===== src/rtl/ysyx_22040125_ifu_pkg.sv =====
// Shared types and constants for the instruction fetch unit.
// Holds the FSM state encoding, default reset PC / NOP word and a PC helper.
package ysyx_22040125_ifu_pkg;

    localparam logic [63:0] DEF_RESET_PC = 64'h8000_0000;
    localparam logic [31:0] DEF_NOP_INST = 32'h0000_0013;

    typedef enum logic [2:0] {
        IFU_IDLE  = 3'd0,
        IFU_REQ   = 3'd1,
        IFU_WAIT  = 3'd2,
        IFU_HOLD  = 3'd3,
        IFU_DRAIN = 3'd4
    } ifu_state_e;

    function automatic logic pc_misaligned(input logic [63:0] pc);
        return pc[1:0] != 2'b00;
    endfunction

endpackage


===== src/rtl/ysyx_22040125_ifu_if.sv =====
// Fetch-unit bus: imem request/response channel plus the inst channel to decode.
// master = IFU side (drives req and inst), slave = memory/decode side.
interface ysyx_22040125_ifu_if;

    logic        imem_req_valid;
    logic        imem_req_ready;
    logic [63:0] imem_req_addr;
    logic        imem_resp_valid;
    logic [31:0] imem_resp_data;
    logic        imem_resp_err;

    logic        inst_valid;
    logic        inst_ready;
    logic [31:0] inst;
    logic [63:0] inst_pc;
    logic        inst_fault;

    modport master (
        output imem_req_valid, imem_req_addr,
        input  imem_req_ready,
        input  imem_resp_valid, imem_resp_data, imem_resp_err,
        output inst_valid, inst, inst_pc, inst_fault,
        input  inst_ready
    );

    modport slave (
        input  imem_req_valid, imem_req_addr,
        output imem_req_ready,
        output imem_resp_valid, imem_resp_data, imem_resp_err,
        input  inst_valid, inst, inst_pc, inst_fault,
        output inst_ready
    );

endinterface


===== src/rtl/ysyx_22040125_ifu_pc.sv =====
// PC register with next-pc select: redirect_pc > pc+4 (advance) > hold.
// Ports: clk, rst_n, redirect_valid/redirect_pc, advance in; pc out.
module ysyx_22040125_ifu_pc
    import ysyx_22040125_ifu_pkg::*;
#(
    parameter logic [63:0] RESET_PC = DEF_RESET_PC
) (
    input  logic        clk,
    input  logic        rst_n,
    input  logic        redirect_valid,
    input  logic [63:0] redirect_pc,
    input  logic        advance,
    output logic [63:0] pc
);

    always_ff @(posedge clk or negedge rst_n) begin
        if (!rst_n) begin
            pc <= RESET_PC;
        end else if (redirect_valid) begin
            pc <= redirect_pc;
        end else if (advance) begin
            pc <= pc + 64'd4;
        end
    end

endmodule


===== src/rtl/ysyx_22040125_ifu.sv =====
// Instruction fetch unit: owns the PC, fetches from imem, buffers one inst to decode.
// Ports: clk, rst_n, redirect_valid/redirect_pc from execute, bus (imem + inst channels).
module ysyx_22040125_ifu
    import ysyx_22040125_ifu_pkg::*;
#(
    parameter logic [63:0] RESET_PC = DEF_RESET_PC,
    parameter logic [31:0] NOP_INST = DEF_NOP_INST
) (
    input  logic                     clk,
    input  logic                     rst_n,
    input  logic                     redirect_valid,
    input  logic [63:0]              redirect_pc,
    ysyx_22040125_ifu_if.master      bus
);

    ifu_state_e  state_q;
    ifu_state_e  state_d;
    logic [63:0] pc;
    logic [31:0] inst_q;
    logic [63:0] inst_pc_q;
    logic        fault_q;
    logic        load;
    logic [31:0] load_inst;
    logic        load_fault;
    logic        req_fire;
    logic        deliver;
    logic        holding;

    // Outputs are decoded from registered state only.
    assign holding            = state_q == IFU_HOLD;
    assign bus.imem_req_valid = (state_q == IFU_REQ) && !pc_misaligned(pc);
    assign bus.imem_req_addr  = pc;
    assign bus.inst_valid     = holding;
    assign bus.inst           = holding ? inst_q : NOP_INST;
    assign bus.inst_pc        = inst_pc_q;
    assign bus.inst_fault     = holding && fault_q;

    assign req_fire = bus.imem_req_valid && bus.imem_req_ready;
    assign deliver  = holding && bus.inst_ready;

    ysyx_22040125_ifu_pc #(
        .RESET_PC (RESET_PC)
    ) u_pc (
        .clk            (clk),
        .rst_n          (rst_n),
        .redirect_valid (redirect_valid),
        .redirect_pc    (redirect_pc),
        .advance        (deliver),
        .pc             (pc)
    );

    always_ff @(posedge clk or negedge rst_n) begin
        if (!rst_n) begin
            state_q <= IFU_IDLE;
        end else begin
            state_q <= state_d;
        end
    end

    always_comb begin
        state_d    = state_q;
        load       = 1'b0;
        load_inst  = NOP_INST;
        load_fault = 1'b0;
        unique case (state_q)
            IFU_IDLE: state_d = IFU_REQ;
            IFU_REQ: begin
                if (redirect_valid) begin
                    // An accepted request still owes a response: drain it.
                    state_d = req_fire ? IFU_DRAIN : IFU_REQ;
                end else if (pc_misaligned(pc)) begin
                    load       = 1'b1;
                    load_fault = 1'b1;
                    state_d    = IFU_HOLD;
                end else if (req_fire) begin
                    state_d = IFU_WAIT;
                end
            end
            IFU_WAIT: begin
                if (redirect_valid) begin
                    state_d = bus.imem_resp_valid ? IFU_REQ : IFU_DRAIN;
                end else if (bus.imem_resp_valid) begin
                    load       = 1'b1;
                    load_inst  = bus.imem_resp_data;
                    load_fault = bus.imem_resp_err;
                    state_d    = IFU_HOLD;
                end
            end
            IFU_HOLD: begin
                if (redirect_valid || bus.inst_ready) begin
                    state_d = IFU_REQ;
                end
            end
            IFU_DRAIN: begin
                if (bus.imem_resp_valid) begin
                    state_d = IFU_REQ;
                end
            end
            default: state_d = IFU_IDLE;
        endcase
    end

    always_ff @(posedge clk or negedge rst_n) begin
        if (!rst_n) begin
            inst_q    <= NOP_INST;
            inst_pc_q <= RESET_PC;
            fault_q   <= 1'b0;
        end else if (load) begin
            inst_q    <= load_inst;
            inst_pc_q <= pc;
            fault_q   <= load_fault;
        end
    end

endmodule

===== src/flat_wrapper.sv =====
// flat-port wrapper written by rule: the top's interface ports become plain ports
module ysyx_22040125_ifu_flat import ysyx_22040125_ifu_pkg::*;
#(
    parameter logic [63:0] RESET_PC = DEF_RESET_PC,
    parameter logic [31:0] NOP_INST = DEF_NOP_INST
)
  (clk, rst_n, redirect_valid, redirect_pc, bus_imem_req_valid, bus_imem_req_addr, bus_imem_req_ready, bus_imem_resp_valid, bus_imem_resp_data, bus_imem_resp_err, bus_inst_valid, bus_inst, bus_inst_pc, bus_inst_fault, bus_inst_ready);
  ysyx_22040125_ifu_if bus_i ();
  input  logic clk;
  input  logic rst_n;
  input  logic redirect_valid;
  input  logic [63:0] redirect_pc;
  output wire logic [$bits(bus_i.imem_req_valid)-1:0] bus_imem_req_valid;
  output wire logic [$bits(bus_i.imem_req_addr)-1:0] bus_imem_req_addr;
  input wire logic [$bits(bus_i.imem_req_ready)-1:0] bus_imem_req_ready;
  input wire logic [$bits(bus_i.imem_resp_valid)-1:0] bus_imem_resp_valid;
  input wire logic [$bits(bus_i.imem_resp_data)-1:0] bus_imem_resp_data;
  input wire logic [$bits(bus_i.imem_resp_err)-1:0] bus_imem_resp_err;
  output wire logic [$bits(bus_i.inst_valid)-1:0] bus_inst_valid;
  output wire logic [$bits(bus_i.inst)-1:0] bus_inst;
  output wire logic [$bits(bus_i.inst_pc)-1:0] bus_inst_pc;
  output wire logic [$bits(bus_i.inst_fault)-1:0] bus_inst_fault;
  input wire logic [$bits(bus_i.inst_ready)-1:0] bus_inst_ready;
  assign bus_imem_req_valid = bus_i.imem_req_valid;
  assign bus_imem_req_addr = bus_i.imem_req_addr;
  assign bus_i.imem_req_ready = bus_imem_req_ready;
  assign bus_i.imem_resp_valid = bus_imem_resp_valid;
  assign bus_i.imem_resp_data = bus_imem_resp_data;
  assign bus_i.imem_resp_err = bus_imem_resp_err;
  assign bus_inst_valid = bus_i.inst_valid;
  assign bus_inst = bus_i.inst;
  assign bus_inst_pc = bus_i.inst_pc;
  assign bus_inst_fault = bus_i.inst_fault;
  assign bus_i.inst_ready = bus_inst_ready;
  ysyx_22040125_ifu #(.RESET_PC(RESET_PC), .NOP_INST(NOP_INST)) u_core (.clk(clk), .rst_n(rst_n), .redirect_valid(redirect_valid), .redirect_pc(redirect_pc), .bus(bus_i));
endmodule

===== config.mk =====
export PLATFORM = sky130hd
export DESIGN_NAME = ysyx_22040125_ifu_flat
export DESIGN_NICKNAME = d
export VERILOG_FILES = /design/src/rtl/ysyx_22040125_ifu_pkg.sv /design/src/rtl/ysyx_22040125_ifu_if.sv /design/src/rtl/ysyx_22040125_ifu_pc.sv /design/src/rtl/ysyx_22040125_ifu.sv /design/src/flat_wrapper.sv
export SDC_FILE = /design/constraint.sdc
export NUM_CORES = 1
export LEC_CHECK = 0
export ABC_CLOCK_PERIOD_IN_PS = 5500
export CAP_MARGIN = 40
export CORE_ASPECT_RATIO = 2
export CORE_MARGIN = 3
export CORE_UTILIZATION = 50
export CTS_CLUSTER_SIZE = 12
export DETAILED_ROUTE_END_ITERATION = 16
export PLACE_DENSITY = 0.86
export SYNTH_ARGS = -nofsm -noshare
export SYNTH_HDL_FRONTEND = slang
export SYNTH_SLANG_ARGS = --single-unit

===== constraint.sdc =====
create_clock -name clk -period 5.5 [get_ports clk]
set_input_delay 1.1 -clock clk [delete_from_list [all_inputs] [get_ports clk]]
set_output_delay 1.1 -clock clk [all_outputs]
set_load 0.03 [all_outputs]

==> flow_summary.toml <==
[cts]
largest_buffer_count_on_any_clock_path = 2
clock_network_latency_to_the_later_pin_of_the_worst_skew_pair_ns = 0.43
cts_repair_resize_count = 0
cts_max_level = 4
numCtsBuffers = 17
tritoncts = "built"
cts.clk_slew.worst_paths_ns = 0.07
clock-sinks = 164
postCtsHoldBufs = 0
post_cts.repair.setup_buffers = 0
cts_root_buffer = "clkbuf_16"

[power]
int_power_mw = 3.181
vdd_ir_drop_max_v = 0.0002800
p_per_area_nw_per_um2 = 443.7
switching_share = 0.3688
power.share.sequential = 0.360
power.switching_mw = 1.859
power.clock.fraction = 0.238
p_total_mw = 5.040
pwr-share-comb = 0.401
leakage_nw = 4.498

[critical_path]
count_of_cells_along_the_worst_register_to_register_path = 5
reg2reg_slack_ns = 2.38
cp_max_delay_cell = "clkdlybuf4s50_1"
crit-reg2reg-capture = "u_core.u_pc.pc[62]$_DFFE_PN0P_"
cp_slowest_stage_delay_ns = 0.70
critical_path_class = "reg -> out"
path_max_fanout = 31
timing.rr.start = "u_core.u_pc.pc[23]$_DFFE_PN0P_"
worstPathRequired_ns = 4.40
cp.arrival_ns = 2.79
path_delay_family = "buffers and inverters"
timing.critical_path.from_type = "flop"
worstPathCellList = "nand3b_1, inv_1, and2_1, clkdlybuf4s50_1"
cp-end-kind = "output port"
critical_path_buf_inv_count = 2

[route]
routed_via_density = 5.869
first_iteration_detailed_routing_drc_count = 299
antenna_left = 0
detail_route.wirelength_mm = 24.56
routedWlPerCell_um = 20.39
detail_route.first_pass.iterations = 5
routed-via-count = 7066
drt_drc_violations_left = 0

[timing]
finClkSkew_ns = 0.01173
final_min_period_over_clock_period = 0.7079
tightest_slew_ns = 0.7538
hold_viol_final = 0
setup_viol = 0
fin_crit_ns = 3.893
grt_setup_unrepaired = "false"
fin_hold_ws_ns = 0.4927
relSlewSlack = 0.4928
final_slew_violations = 0
tns_ns = 0
fmax_mhz = 256.8

[cells_and_area]
area.growth.synth_to_final_pct = 42.49
design_area_um2 = 11360
final_layout_size_suffix_gt1_frac = 0.1306
design.final.nets = 1094
finalNonFillerCells = 1204

[grt]
grt_antenna_before_repair = 3
global_route_wire_length_before_repair_mm = 37.69
globalRouteTotalUtil = 0.2829
gr-total-overflow = 0
grt_max_degree = 75
first_global_vias = 7063

[logic_synthesis]
synth-edff-count = 0
synth.cell_area_um2 = 7971
post_synth.cell_area_avg_um2 = 10.67
yosysWarnings = 0
syn_inst = 747
yosysTopAreaCellShare = 0.4991
ys_top_cells_by_area = "dfrtp_1 (50%), mux2_2 (9.6%), nand2_1 (3.7%)"
ys_dominant_reg_cell = "dfrtp_1"
synth-seq-cells = 164
synthDominantAreaCellType = "dfrtp_1"
mappedNetlistNets = 851
synth.distinct_cells = 60
synth.yosys.seq_area_share = 0.5156
postSynth.asyncResetShare = 1.000

[placed_design]
detailed_place.area_um2 = 10760
place.detailed.instances = 1169
portBuffers = 265
gp_congestion = 0.8443
hpwl_mm = 18.16

[floorplanning]
core_area_um2 = 15450
fp.dieArea_um2 = 17590
floorplan.initialDensity = 0.5158
io_pins = 266
chipWidth_um = 95.28
fp-row-count = 64
die_h_um = 184.6

[worst_hold_path]
min_delay_worst_endpoint = "u_core.inst_q[26]$_DFFE_PN0P_"
hold-path-cell-count = 1
min-delay-path-class = "reg -> reg"
holdCritStartpoint = "u_core.inst_q[26]$_DFFE_PN0P_"

[run]
maxCapViolCount = 0

[run_status]
outcome = "completed"
-- kinds of logic after synthesis --
| family | count (synthesis) | synth area share |
|---|---|---|
| DFF | 164 | 0.5156 |
| AOI/OAI and AO/OA | 115 | 0.09998 |
| muxes | 70 | 0.09857 |
| xor gates and xnor gates | 38 | 0.04175 |
| adders and majority gates | 2 | 0.002825 |
| and+or+nand+nor | 300 | 0.2092 |
| buffers and inverters | 58 | 0.03202 |
-- stage by stage --
stage                     utilization  setup WS [ns]
after global routing           0.7349          1.443
after global placement         0.6916          1.572
final                          0.7349          1.607
after CTS                      0.7345          1.586
after detailed placement       0.6962          1.473
after floorplan                     -          2.629
-- worst register-to-register path: stages (launching register included) --
cell	delay (ns)
dfrtp_1	0.54
and4_2	0.29
nand4_1	0.53
or4_1	0.90
or4_1	0.59
a31oi_1	0.19
-- Yosys cell counts, drive strengths merged, types with 2 or more instances --
cell type	count
mux2i	2
nor4b	3
nand4b	2
buf	7
a22oi	4
nand2b	3
a211o	3
and3	9
or3	8
nor3	14
dfstp	5
nor2	23
a31oi	10
a221o	2
o31ai	6
nand3b	4
nor2b	9
or4	17
nand2	79
nand3	35
nand4	20
mux2	68
or4b	2
dfrtp	159
clkbuf	41
o211ai	2
and4	8
xor2	10
or2	5
o21ai	44
nor4	24
a22o	32
a21oi	3
o22a	4
and2	33
xnor2	28
inv	9
-- area by class of cell --
class	count	area (µm²)
Inverter	9	33.78
Sequential cell	164	4110
Tap cell	198	247.7
Multi-Input combinational cell	525	3608
Fill cell	1088	4096
Clock inverter	14	152.6
Clock buffer	18	439.2
Antenna cell	3	7.507
Timing Repair Buffer	273	2759
-- state kept, by name, indices dropped and copies added, names as in the netlist --
| name | cells |
|---|---|
| u_core.inst_q | 32 |
| u_core.state_q | 3 |
| u_core.fault_q | 1 |
| u_core.u_pc.pc | 64 |
| u_core.bus.inst_pc | 64 |
-- layer usage --
layer  global-route usage  part of all wire
met5                    0                 0
met4               0.1648             0.049
met3              0.05556             0.057
met2               0.5066              0.54
met1               0.2987              0.35
-- power by group through the flow --
stage / combinational, mW / clock [mW] / sequential (mW)
floorplan: 0.640 / 0 / 2.32
global placement: 1.99 / 0 / 1.80
detailed placement: 2.04 / 0 / 1.83
CTS: 2.05 / 1.22 / 1.81
global route: 2.13 / 1.27 / 1.86
finish: 2.02 / 1.20 / 1.81
-- how the worst max path moves through the flow --
| stage | slack (ns) | startpoint | cells past startpoint | endpoint |
|---|---|---|---|---|
| 6_report | 1.61 | u_core.state_q[2]$_DFFE_PN0P_ | 4 | bus_inst[10] |
| 3_3_place_gp | 1.57 | bus_inst_ready | 6 | u_core.u_pc.pc[57]$_DFFE_PN0P_ |
| 3_5_place_dp | 1.47 | bus_inst_ready | 6 | u_core.u_pc.pc[57]$_DFFE_PN0P_ |
| 2_1_floorplan | 2.63 | bus_inst_ready | 6 | u_core.u_pc.pc[51]$_DFFE_PN0P_ |
| 4_1_cts | 1.59 | u_core.state_q[2]$_DFFE_PN0P_ | 4 | bus_inst[10] |
| 5_1_grt | 1.44 | u_core.state_q[1]$_DFFE_PN0P_ | 4 | bus_inst[30] |
-- cells in the final DEF (no fill, tap or decap), types with 3 or more instances in the layout --
master	count
nor2_1	23
clkinv_4	4
clkbuf_16	17
o31ai_1	6
nor2b_1	9
nor3_1	14
o21ai_0	44
nand4_1	19
xnor2_1	28
and2_1	32
and4_1	6
inv_6	4
a21oi_1	3
diode_2	3
o22a_1	4
or4_1	17
or3_2	3
a22oi_1	4
clkdlybuf4s50_1	263
nand2b_1	3
nand3b_1	4
mux2_2	68
dfrtp_1	159
xor2_1	10
inv_1	8
dfstp_2	5
nor4b_1	3
nor4_1	24
nand3_1	34
and3_1	8
a31oi_1	10
clkinv_2	3
a211o_1	3
or3_1	4
or2_2	4
buf_4	6
a22o_1	32
nand2_1	79
(Power assumes the default switching activity.)
